$ cat src/rtl/hazard3_clint.sv
// hazard3_clint: APB-attached core-local interruptor.
// Provides the mtime timebase with a tick prescaler, per-hart mtimecmp/timer
// interrupts and per-hart software interrupts (MSIP).
// Optional feature: define HAZARD3_CLINT_SNAPSHOT_EN to make an MTIME read
// capture mtime[63:32] into a shadow register that MTIMEH reads then return.
module hazard3_clint #(
  parameter int N_HARTS     = 2,
  parameter bit TICK_IS_NRZ = 1'b0,
  parameter int PRESCALE_W  = 8
) (
  input  logic               clk,
  input  logic               rst_n,
  input  logic [15:0]        paddr,
  input  logic               psel,
  input  logic               penable,
  input  logic               pwrite,
  input  logic [31:0]        pwdata,
  output logic [31:0]        prdata,
  output logic               pready,
  output logic               pslverr,
  input  logic               dbg_halt,
  input  logic               tick,
  output logic [N_HARTS-1:0] soft_irq,
  output logic [N_HARTS-1:0] timer_irq
);

  localparam logic [15:0] ADDR_CTRL     = 16'h0000;
  localparam logic [15:0] ADDR_PRESCALE = 16'h0004;
  localparam logic [15:0] ADDR_MTIME    = 16'h0008;
  localparam logic [15:0] ADDR_MTIMEH   = 16'h000c;

  logic                  en;
  logic [PRESCALE_W-1:0] prescale;
  logic [PRESCALE_W-1:0] pcnt;
  logic [63:0]           mtime;
  logic [63:0]           mtimecmp [N_HARTS];
  logic [31:0]           mtimeh_rdata;

  logic                  addr_hit;
  logic                  sel_ctrl, sel_prescale, sel_mtime, sel_mtimeh;
  logic [N_HARTS-1:0]    sel_msip, sel_cmp_lo, sel_cmp_hi;
  logic [31:0]           rdata;

  logic                  bus_wr, bus_rd;
  logic                  tick_event, tick_now, pcnt_wrap;

  assign bus_wr  = psel & penable & pwrite;
  assign bus_rd  = psel & penable & ~pwrite;
  assign pready  = 1'b1;
  assign pslverr = psel & penable & ~addr_hit;
  assign prdata  = rdata;

  // Address decode and combinational read mux; unmapped addresses read as zero.
  // NOTE: every always_comb output gets a default first so no path leaves it unassigned (no latch).
  always_comb begin
    addr_hit     = 1'b0;
    rdata        = '0;
    sel_ctrl     = (paddr == ADDR_CTRL);
    sel_prescale = (paddr == ADDR_PRESCALE);
    sel_mtime    = (paddr == ADDR_MTIME);
    sel_mtimeh   = (paddr == ADDR_MTIMEH);
    sel_msip     = '0;
    sel_cmp_lo   = '0;
    sel_cmp_hi   = '0;
    if (sel_ctrl)     rdata = {31'b0, en};
    if (sel_prescale) rdata = 32'(prescale);
    if (sel_mtime)    rdata = mtime[31:0];
    if (sel_mtimeh)   rdata = mtimeh_rdata;
    for (int h = 0; h < N_HARTS; h++) begin
      sel_msip[h]   = (paddr == 16'(32'h1000 + 4 * h));
      sel_cmp_lo[h] = (paddr == 16'(32'h4000 + 8 * h));
      sel_cmp_hi[h] = (paddr == 16'(32'h4004 + 8 * h));
      if (sel_msip[h])   rdata = {31'b0, soft_irq[h]};
      if (sel_cmp_lo[h]) rdata = mtimecmp[h][31:0];
      if (sel_cmp_hi[h]) rdata = mtimecmp[h][63:32];
    end
    addr_hit = sel_ctrl | sel_prescale | sel_mtime | sel_mtimeh |
               (|sel_msip) | (|sel_cmp_lo) | (|sel_cmp_hi);
  end

  // Tick event source: edge-detected synchronised NRZ toggle, or a plain level.
  generate
    if (TICK_IS_NRZ) begin : g_tick_nrz
      logic [2:0] tick_sync;
      // Two synchroniser flops plus one history flop for edge detection.
      always_ff @(posedge clk or negedge rst_n) begin
        if (!rst_n) tick_sync <= '0;
        else        tick_sync <= {tick_sync[1:0], tick};
      end
      assign tick_event = tick_sync[2] ^ tick_sync[1];
    end else begin : g_tick_level
      assign tick_event = tick;
    end
  endgenerate

  assign tick_now  = tick_event & en & ~dbg_halt;
  assign pcnt_wrap = (pcnt == prescale);

  // Control registers, MSIP bits and per-hart compare values.
  // NOTE: mtimecmp is a small flop array, not RAM, so it takes a real async reset to all-ones.
  always_ff @(posedge clk or negedge rst_n) begin
    if (!rst_n) begin
      en       <= 1'b1;
      prescale <= '0;
      soft_irq <= '0;
      for (int h = 0; h < N_HARTS; h++) mtimecmp[h] <= '1;
    end else begin
      // NOTE: sequential state uses non-blocking assignment so every register samples pre-edge values.
      if (bus_wr && sel_ctrl)     en       <= pwdata[0];
      if (bus_wr && sel_prescale) prescale <= pwdata[PRESCALE_W-1:0];
      for (int h = 0; h < N_HARTS; h++) begin
        if (bus_wr && sel_msip[h])   soft_irq[h]        <= pwdata[0];
        if (bus_wr && sel_cmp_lo[h]) mtimecmp[h][31:0]  <= pwdata;
        if (bus_wr && sel_cmp_hi[h]) mtimecmp[h][63:32] <= pwdata;
      end
    end
  end

  // Prescaler counter: cleared by a PRESCALE write, otherwise advances on tick_now.
  always_ff @(posedge clk or negedge rst_n) begin
    if (!rst_n)                 pcnt <= '0;
    else if (bus_wr && sel_prescale) pcnt <= '0;
    else if (tick_now)          pcnt <= pcnt_wrap ? '0 : pcnt + 1'b1;
  end

  // mtime: a bus write to either half wins over that cycle's increment.
  always_ff @(posedge clk or negedge rst_n) begin
    if (!rst_n)                     mtime        <= '0;
    else if (bus_wr && sel_mtime)   mtime[31:0]  <= pwdata;
    else if (bus_wr && sel_mtimeh)  mtime[63:32] <= pwdata;
    else if (tick_now && pcnt_wrap) mtime        <= mtime + 64'd1;
  end

  // Registered timer interrupt comparison, one cycle behind mtime/mtimecmp.
  always_ff @(posedge clk or negedge rst_n) begin
    if (!rst_n) begin
      timer_irq <= '0;
    end else begin
      for (int h = 0; h < N_HARTS; h++) timer_irq[h] <= (mtime >= mtimecmp[h]);
    end
  end

`ifdef HAZARD3_CLINT_SNAPSHOT_EN
  logic [31:0] mtimeh_shadow;
  // Reading MTIME latches the upper half so a following MTIMEH read is coherent.
  always_ff @(posedge clk or negedge rst_n) begin
    if (!rst_n)                   mtimeh_shadow <= '0;
    else if (bus_rd && sel_mtime) mtimeh_shadow <= mtime[63:32];
  end
  assign mtimeh_rdata = mtimeh_shadow;
`else
  assign mtimeh_rdata = mtime[63:32];
`endif

endmodule
$ cat config.mk
export PLATFORM = sky130hd
export DESIGN_NAME = hazard3_clint
export DESIGN_NICKNAME = d
export VERILOG_FILES = /design/src/rtl/hazard3_clint.sv
export SDC_FILE = /design/constraint.sdc
export NUM_CORES = 1
export LEC_CHECK = 0
export CAP_MARGIN = 40
export CELL_PAD_IN_SITES_DETAIL_PLACEMENT = 0
export CELL_PAD_IN_SITES_GLOBAL_PLACEMENT = 1
export CORE_MARGIN = 2
export CORE_UTILIZATION = 43
export CTS_BUF_LIST = sky130_fd_sc_hd__clkbuf_8
export CTS_CLUSTER_SIZE = 30
export DETAILED_ROUTE_END_ITERATION = 8
export GPL_ROUTABILITY_DRIVEN = 0
export PLACE_DENSITY = 0.88
export SYNTH_ARGS = -nofsm -noshare
export SYNTH_HDL_FRONTEND = slang
export SYNTH_SLANG_ARGS = --single-unit
$ cat constraint.sdc
create_clock -name clk -period 2.87 [get_ports clk]
set_input_delay 0.574 -clock clk [delete_from_list [all_inputs] [get_ports clk]]
set_output_delay 0.574 -clock clk [all_outputs]
set_load 0.01 [all_outputs]
# ---- Word-level counts from Yosys, hierarchy flattened
# Cells that the tools add are included.
dict set report word_totals {
  ff_bits 213
  latchBits 0
  mem_bits_rw 0
  mem_bits_ro 0
  in_bits 55
  output_inout_bits 38
  wordCells 78
  mem_count 0
}
dict set report classes {
  addsub 2
  multipliers 0
  div_mod_pow 0
  magnitude_cmp 2
  n_eq_ne 11
  shifts 0
  mux 17
  n_bitwise 14
  reduce_logical 20
}
# cell n
set ops {}
lappend ops {{32-bit two-way mux} 11}
lappend ops {{64-bit >= comparator} 2}
lappend ops {{64-bit by 1-bit adder with 64-bit output, second input constant} 1}
lappend ops {{16-bit by 15-bit == test with 1-bit output, second input constant} 4}
lappend ops {{64-bit two-way mux} 1}
lappend ops {{16-bit by 13-bit == test with 1-bit output, second input constant} 2}
lappend ops {{16-bit by 4-bit == test with 1-bit output, second input constant} 2}
lappend ops {{8-bit two-way mux} 4}
lappend ops {{16-bit by 3-bit == test with 1-bit output, second input constant} 1}
lappend ops {{16-bit zero test} 1}
lappend ops {{1-bit logical AND} 11}
lappend ops {{8-bit by 1-bit adder with 8-bit output, second input constant} 1}
lappend ops {{8-bit == test} 1}
lappend ops {{1-bit bitwise OR} 6}
lappend ops {{2-bit nonzero test} 3}
lappend ops {{2-bit OR reduction} 3}
lappend ops {{1-bit AND} 5}
lappend ops {{2-bit AND reduction} 2}
lappend ops {{1-bit NOT} 3}
lappend ops {{2-bit != test, second input constant} 1}
lappend ops {{1-bit two-way mux} 1}

# ---- Logic depth before layout (Yosys ltp)
dict set report depth {
  ltp_word 11
  depth_mapped 10
  ltp_nobuf 9
}

# ---- Least setup slack after synthesis
# OpenSTA, ideal clock, no wires.
dict set report synth_timing {
  kind {input to output}
  startpoint {input paddr[1]}
  endpoint {output prdata[1]}
  arrival_time_ns 2.591
  required_ns 2.296
  setup_slack_ns -0.295
  cell_stages 5
  n_path_buf 1
  path_cell_list {or4_1 > clkbuf_1 > nor4_1 > a221oi_1 > o21ai_0}
}
dict set report synth_between {
  elab_chain_len 10
  elab_cells_between_ends 18
  classes_between {9 x eq/ne; 9 x mux}
}
# item line_no
set synth_rtl {}
lappend synth_rtl {{from (decl)} 13} ;# input logic [15:0] paddr,
lappend synth_rtl {{16-bit by 3-bit == test with 1-bit output} 59} ;# sel_prescale = (paddr == ADDR_PRESCALE);
lappend synth_rtl {{8-bit two-way mux} 66} ;# if (sel_prescale) rdata = 32'(prescale);
lappend synth_rtl {{32-bit two-way mux} 67} ;# if (sel_mtime) rdata = mtime[31:0];
lappend synth_rtl {{32-bit two-way mux} 68} ;# if (sel_mtimeh) rdata = mtimeh_rdata;
lappend synth_rtl {{32-bit two-way mux} 73} ;# if (sel_msip[h]) rdata = {31'b0, soft_irq[h]};
lappend synth_rtl {{32-bit two-way mux} 74} ;# if (sel_cmp_lo[h]) rdata = mtimecmp[h][31:0];
lappend synth_rtl {{32-bit two-way mux} 75} ;# if (sel_cmp_hi[h]) rdata = mtimecmp[h][63:32];
lappend synth_rtl {{32-bit two-way mux} 73}
lappend synth_rtl {{32-bit two-way mux} 74}
lappend synth_rtl {{32-bit two-way mux (*)} 75}
lappend synth_rtl {{to (decl)} 18} ;# output logic [31:0] prdata,
# Mark *: on every way between the ends. The rest lies on a longest branch, timed or not.

# ---- Worst setup path in the final report
dict set report layout_timing {
  startpoint {input paddr[0]}
  endpoint {output prdata[26]}
}
dict set report layout_between {
  elab_chain_len 9
  elab_cells_between_ends 16
  classes_between {8 x eq/ne; 8 x mux}
}
# item line_no
set layout_rtl {}
lappend layout_rtl {{16-bit by 4-bit == test with 1-bit output} 60} ;# sel_mtime = (paddr == ADDR_MTIME);
lappend layout_rtl {{32-bit two-way mux} 67}
lappend layout_rtl {{32-bit two-way mux} 68}
lappend layout_rtl {{32-bit two-way mux} 73}
lappend layout_rtl {{32-bit two-way mux} 74}
lappend layout_rtl {{32-bit two-way mux} 75}
lappend layout_rtl {{32-bit two-way mux} 73}
lappend layout_rtl {{32-bit two-way mux} 74}
lappend layout_rtl {{32-bit two-way mux (*)} 75}
# Marked as above.

==> run_results.csv <==
group,metric,value,unit
sta,timing.final.ws_setup,-0.1725,ns
clock_tree,insertion_delay_to_the_later_sink_of_the_worst_skew_pair,0.58,ns
worst_setup_path,worstSetupPathType,"in2out",
grt,track_usage,0.2763,
drt,drt_iter0_drc,1360,
worst_setup_path,critPathSlowestCell,"sky130_fd_sc_hd__or4_4",
grt,global_route_wire_length_before_repair,73110,um
drt,final_antenna_net_count,0,
floorplan,starting_density_of_the_core,0.4343,
floorplan,io-pin-count,93,
sta,finalCriticalPeriod,3.043,ns
worst_setup_path,crit_arrival,2.47,ns
logic_synthesis,ys_ff_latch,213,
worst_setup_path,worst_path_max_fanout,5,
worst_setup_path,worstSetupStartpointType,"input pin",
power_and_ir_drop,power.density,356.5,nW/um2
cells_and_area,layoutNonFillerInstCount,2297,
logic_synthesis,ys_types,66,
logic_synthesis,synth_fp_nets,1789,
cells_and_area,final_cell_mix,"sky130_fd_sc_hd__nand2_1 (220), sky130_fd_sc_hd__o21ai_0 (194), sky130_fd_sc_hd__inv_1 (156)",
clock_tree,clock_path_buffers,3,
logic_synthesis,synth.avg_cell_area,8.764,um2
sta,final.setup.tns,-3.031,ns
placement,place_worst_setup_slack,-0.9752,ns
worst_setup_path,critical-path-top-cell-by-count,"sky130_fd_sc_hd__buf_6",
sta,worst_slew_pin_slew,0.8239,ns
placement,dpl.hpwl,34110,um
flow_run,cap_violations,0,
cells_and_area,final-seq-area,5493,um2
sta,hold_viol_final,0,
floorplan,die_w,184.8,um
logic_synthesis,yosys_most_used_dff,"sky130_fd_sc_hd__dfstp_2",
worst_setup_path,critPathCaptureType,"primary output",
floorplan,coreArea,32370,um2
drt,number_of_optimization_iterations_in_the_first_detailed_route_pass,8,
cells_and_area,final_layout_size_suffix_gt1_frac,0.2803,
floorplan,floorplan.die_area,34150,um2
power_and_ir_drop,power.switching_fraction,0.2481,
cells_and_area,num_antenna_cells,0,
drt,drt-vias-per-instance,5.902,
sta,finalSetupViolations,32,
logic_synthesis,mappedNetlistArea,14060,um2
floorplan,fp.dieH,184.8,um
worst_setup_path,cpPeakStageDelay,0.54,ns
sta,skew,0.04544,ns
grt,grt_start_max_net_pins,66,
clock_tree,htreeDepth,2,
floorplan,std_cell_rows,66,
worst_setup_path,critical_path.cell_chain,"buf_6 > or4_4 > or3_4 > nor2_4 > buf_6 > buf_16 > buf_6 > a222oi_1 > o221ai_1 > buf_2",
clock_tree,clkSlewWorstSetupHoldPaths,0.07,ns
drt,post_drt_wl_per_cell,21.32,um
outcome,violations,"negative setup slack",
drt,drt-total-wl,48970,um
clock_tree,cts_inserted_buffers,41,
sta,rsz_0062_raised_after_global_routing,"true",
grt,globalRouteOverflowTotal,0,
power_and_ir_drop,vdd_drop_max,0.0002285,V
logic_synthesis,yosys_warnings,0,
worst_setup_path,setup.reg_to_reg.worst_slack,0.13,ns
drt,drc,0,
placement,place.detailed.instances,2198,
sta,achievable-frequency,328.7,MHz
drt,number_of_vias_in_the_routed_layout,13556,
sta,timing.max_slew.rel_slack,0.4487,
logic_synthesis,synth_sequential_area_ratio,0.3907,
clock_tree,clock_tree_from_tritoncts,"yes",
sta,slew_limit_fails,0,
logic_synthesis,synth_cells,1604,
clock_tree,clock_tree.root_cell,"sky130_fd_sc_hd__clkbuf_8",
cells_and_area,most_common_cell_after_layout_fill_and_taps_aside,"sky130_fd_sc_hd__nand2_1",
cells_and_area,nets,2008,
logic_synthesis,synth_async_sr_flop_share,1.000,
power_and_ir_drop,power.switching,1586,uW
power_and_ir_drop,leakage_power,0.008518,uW
power_and_ir_drop,p_comb_frac,0.045,
grt,grt_antenna_before_repair,0,
power_and_ir_drop,share_clk_of_total_power,0.484,
power_and_ir_drop,cellInternalPower,4807,uW
power_and_ir_drop,power.share.sequential,0.472,
logic_synthesis,synth_enable_flop_cells,0,
cells_and_area,multi_input_comb_area,8129,um2
outcome,run_status,"complete, but fails checks",
clock_tree,cts_hold_repair.buffers,0,
placement,port-buffer-count,91,
min_path,min-delay-path-class,"in2async",
sta,post-route-period-util,1.060,
cells_and_area,fillers,2879,
clock_tree,cts_sinks,213,
cells_and_area,areaGrowthSynthToFinish,27.57,%
grt,number_of_global_route_vias_before_repair,13153,
worst_setup_path,cp.required,2.30,ns
cells_and_area,final_cell_area,17930,um2
placement,placed_cell_area,16600,um2
final cells by class:
cell class / instances / area share
Clock inverter: 21 / 0.005512
Tap cell: 442 / 0.03084
Inverter: 143 / 0.02993
Multi-Input combinational cell: 1173 / 0.4533
Sequential cell: 213 / 0.3063
Timing Repair Buffer: 251 / 0.1326
Clock buffer: 54 / 0.04145
sequential cells by signal (all words and copies together) (netlist names):
signal and flops:
timer_irq 2, prescale 8, soft_irq 2, pcnt 8, en 1, mtimecmp 128
mtime 64
per-layer routing:
| layer | wire, um | GRT usage | share of wire | vias up |
|---|---|---|---|---|
| met3 | 3975 | 0.04444 | 0.081 | 142 |
| met1 | 20360 | 0.3714 | 0.42 | 6570 |
| met4 | 1997 | 0.1117 | 0.041 | 0 |
| met5 | 0 | 0 | 0 | - |
| met2 | 22640 | 0.4449 | 0.46 | 621 |
| li1 | - | - | - | 6223 |
what timing repair did:
action	4_1_cts	5_1_grt
gates cloned	5	6
pin swaps	27	28
buffers inserted	7	8
endpoints found under the setup margin	33	40
resized for setup	206	59
stage by stage:
| step | hold WS [ns] | power (uW) | util |
|---|---|---|---|
| 3_3_place_gp | 0.4854 | 3341 | 0.5126 |
| 5_1_grt | 0.05440 | 6606 | 0.5540 |
| 3_5_place_dp | 0.4980 | 3342 | 0.5128 |
| 6_report | 0.04147 | 6392 | 0.5540 |
| 4_1_cts | 0.02864 | 6406 | 0.5422 |
| 2_1_floorplan | 0.2784 | 3106 | - |
power groups by stage:
stage               Combinational, uW  Sequential (uW)  Clock (uW)
floorplan                        44.5             3060           0
global placement                  280             3060           0
finish                            286             3010        3090
detailed placement                281             3060           0
CTS                               282             3010        3110
global route                      305             3010        3290
final timing paths:
check,from,to,cells past startpoint
setup / recovery,paddr[0],prdata[26],10
min in group clk,mtimecmp[62],mtimecmp[62],2
max in group asynchronous,rst_n,mtimecmp[73],2
hold reg to reg,mtimecmp[62],mtimecmp[62],2
hold / removal,rst_n,mtime[49],1
setup reg to reg,mtime[30],mtime[56],7
kinds of logic (layout without fill, tap and decap cells):
logic type,Yosys count,after routing,synth area share
AOI/OAI and AO/OA,458,458,0.1971
xor gates and xnor gates,40,40,0.02492
adders and majority gates,130,130,0.1157
buffers and inverters,218,469,0.05866
DFF,213,213,0.3907
muxes,57,57,0.04513
other,1,1,0.0002668
and+or+nand+nor,487,487,0.1676
critical path: cells and delay by family:
family	cells	cell delay (ns)
buf+inv	5	0.67
compound gates	2	0.18
simple gates	3	1.03
synthesized netlist by cell type (8+ instances only):
library cell,n,area [um2]
sky130_fd_sc_hd__xor2_1,21,183.9
sky130_fd_sc_hd__a222oi_1,25,250.2
sky130_fd_sc_hd__a31oi_1,11,68.82
sky130_fd_sc_hd__o21ai_1,9,45.04
sky130_fd_sc_hd__o21ai_0,208,1041
sky130_fd_sc_hd__o221ai_1,21,183.9
sky130_fd_sc_hd__a21oi_1,90,450.4
sky130_fd_sc_hd__o211ai_1,8,60.06
sky130_fd_sc_hd__nand2_1,224,840.8
sky130_fd_sc_hd__o22ai_1,15,93.84
sky130_fd_sc_hd__and3_1,12,75.07
sky130_fd_sc_hd__mux2_2,51,574.3
sky130_fd_sc_hd__a221oi_1,8,70.07
sky130_fd_sc_hd__nor4_1,16,100.1
sky130_fd_sc_hd__nand4_1,43,269.0
sky130_fd_sc_hd__a21o_1,27,202.7
sky130_fd_sc_hd__dfrtp_1,84,2102
sky130_fd_sc_hd__ha_1,130,1627
sky130_fd_sc_hd__nor3_1,24,120.1
sky130_fd_sc_hd__clkbuf_1,66,247.7
sky130_fd_sc_hd__nor2_1,73,274.0
sky130_fd_sc_hd__xnor2_1,19,166.4
sky130_fd_sc_hd__dfstp_2,129,3390
sky130_fd_sc_hd__inv_1,143,536.8
sky130_fd_sc_hd__nand3_1,39,195.2
Note: power is estimated with default switching activity, not from simulation.
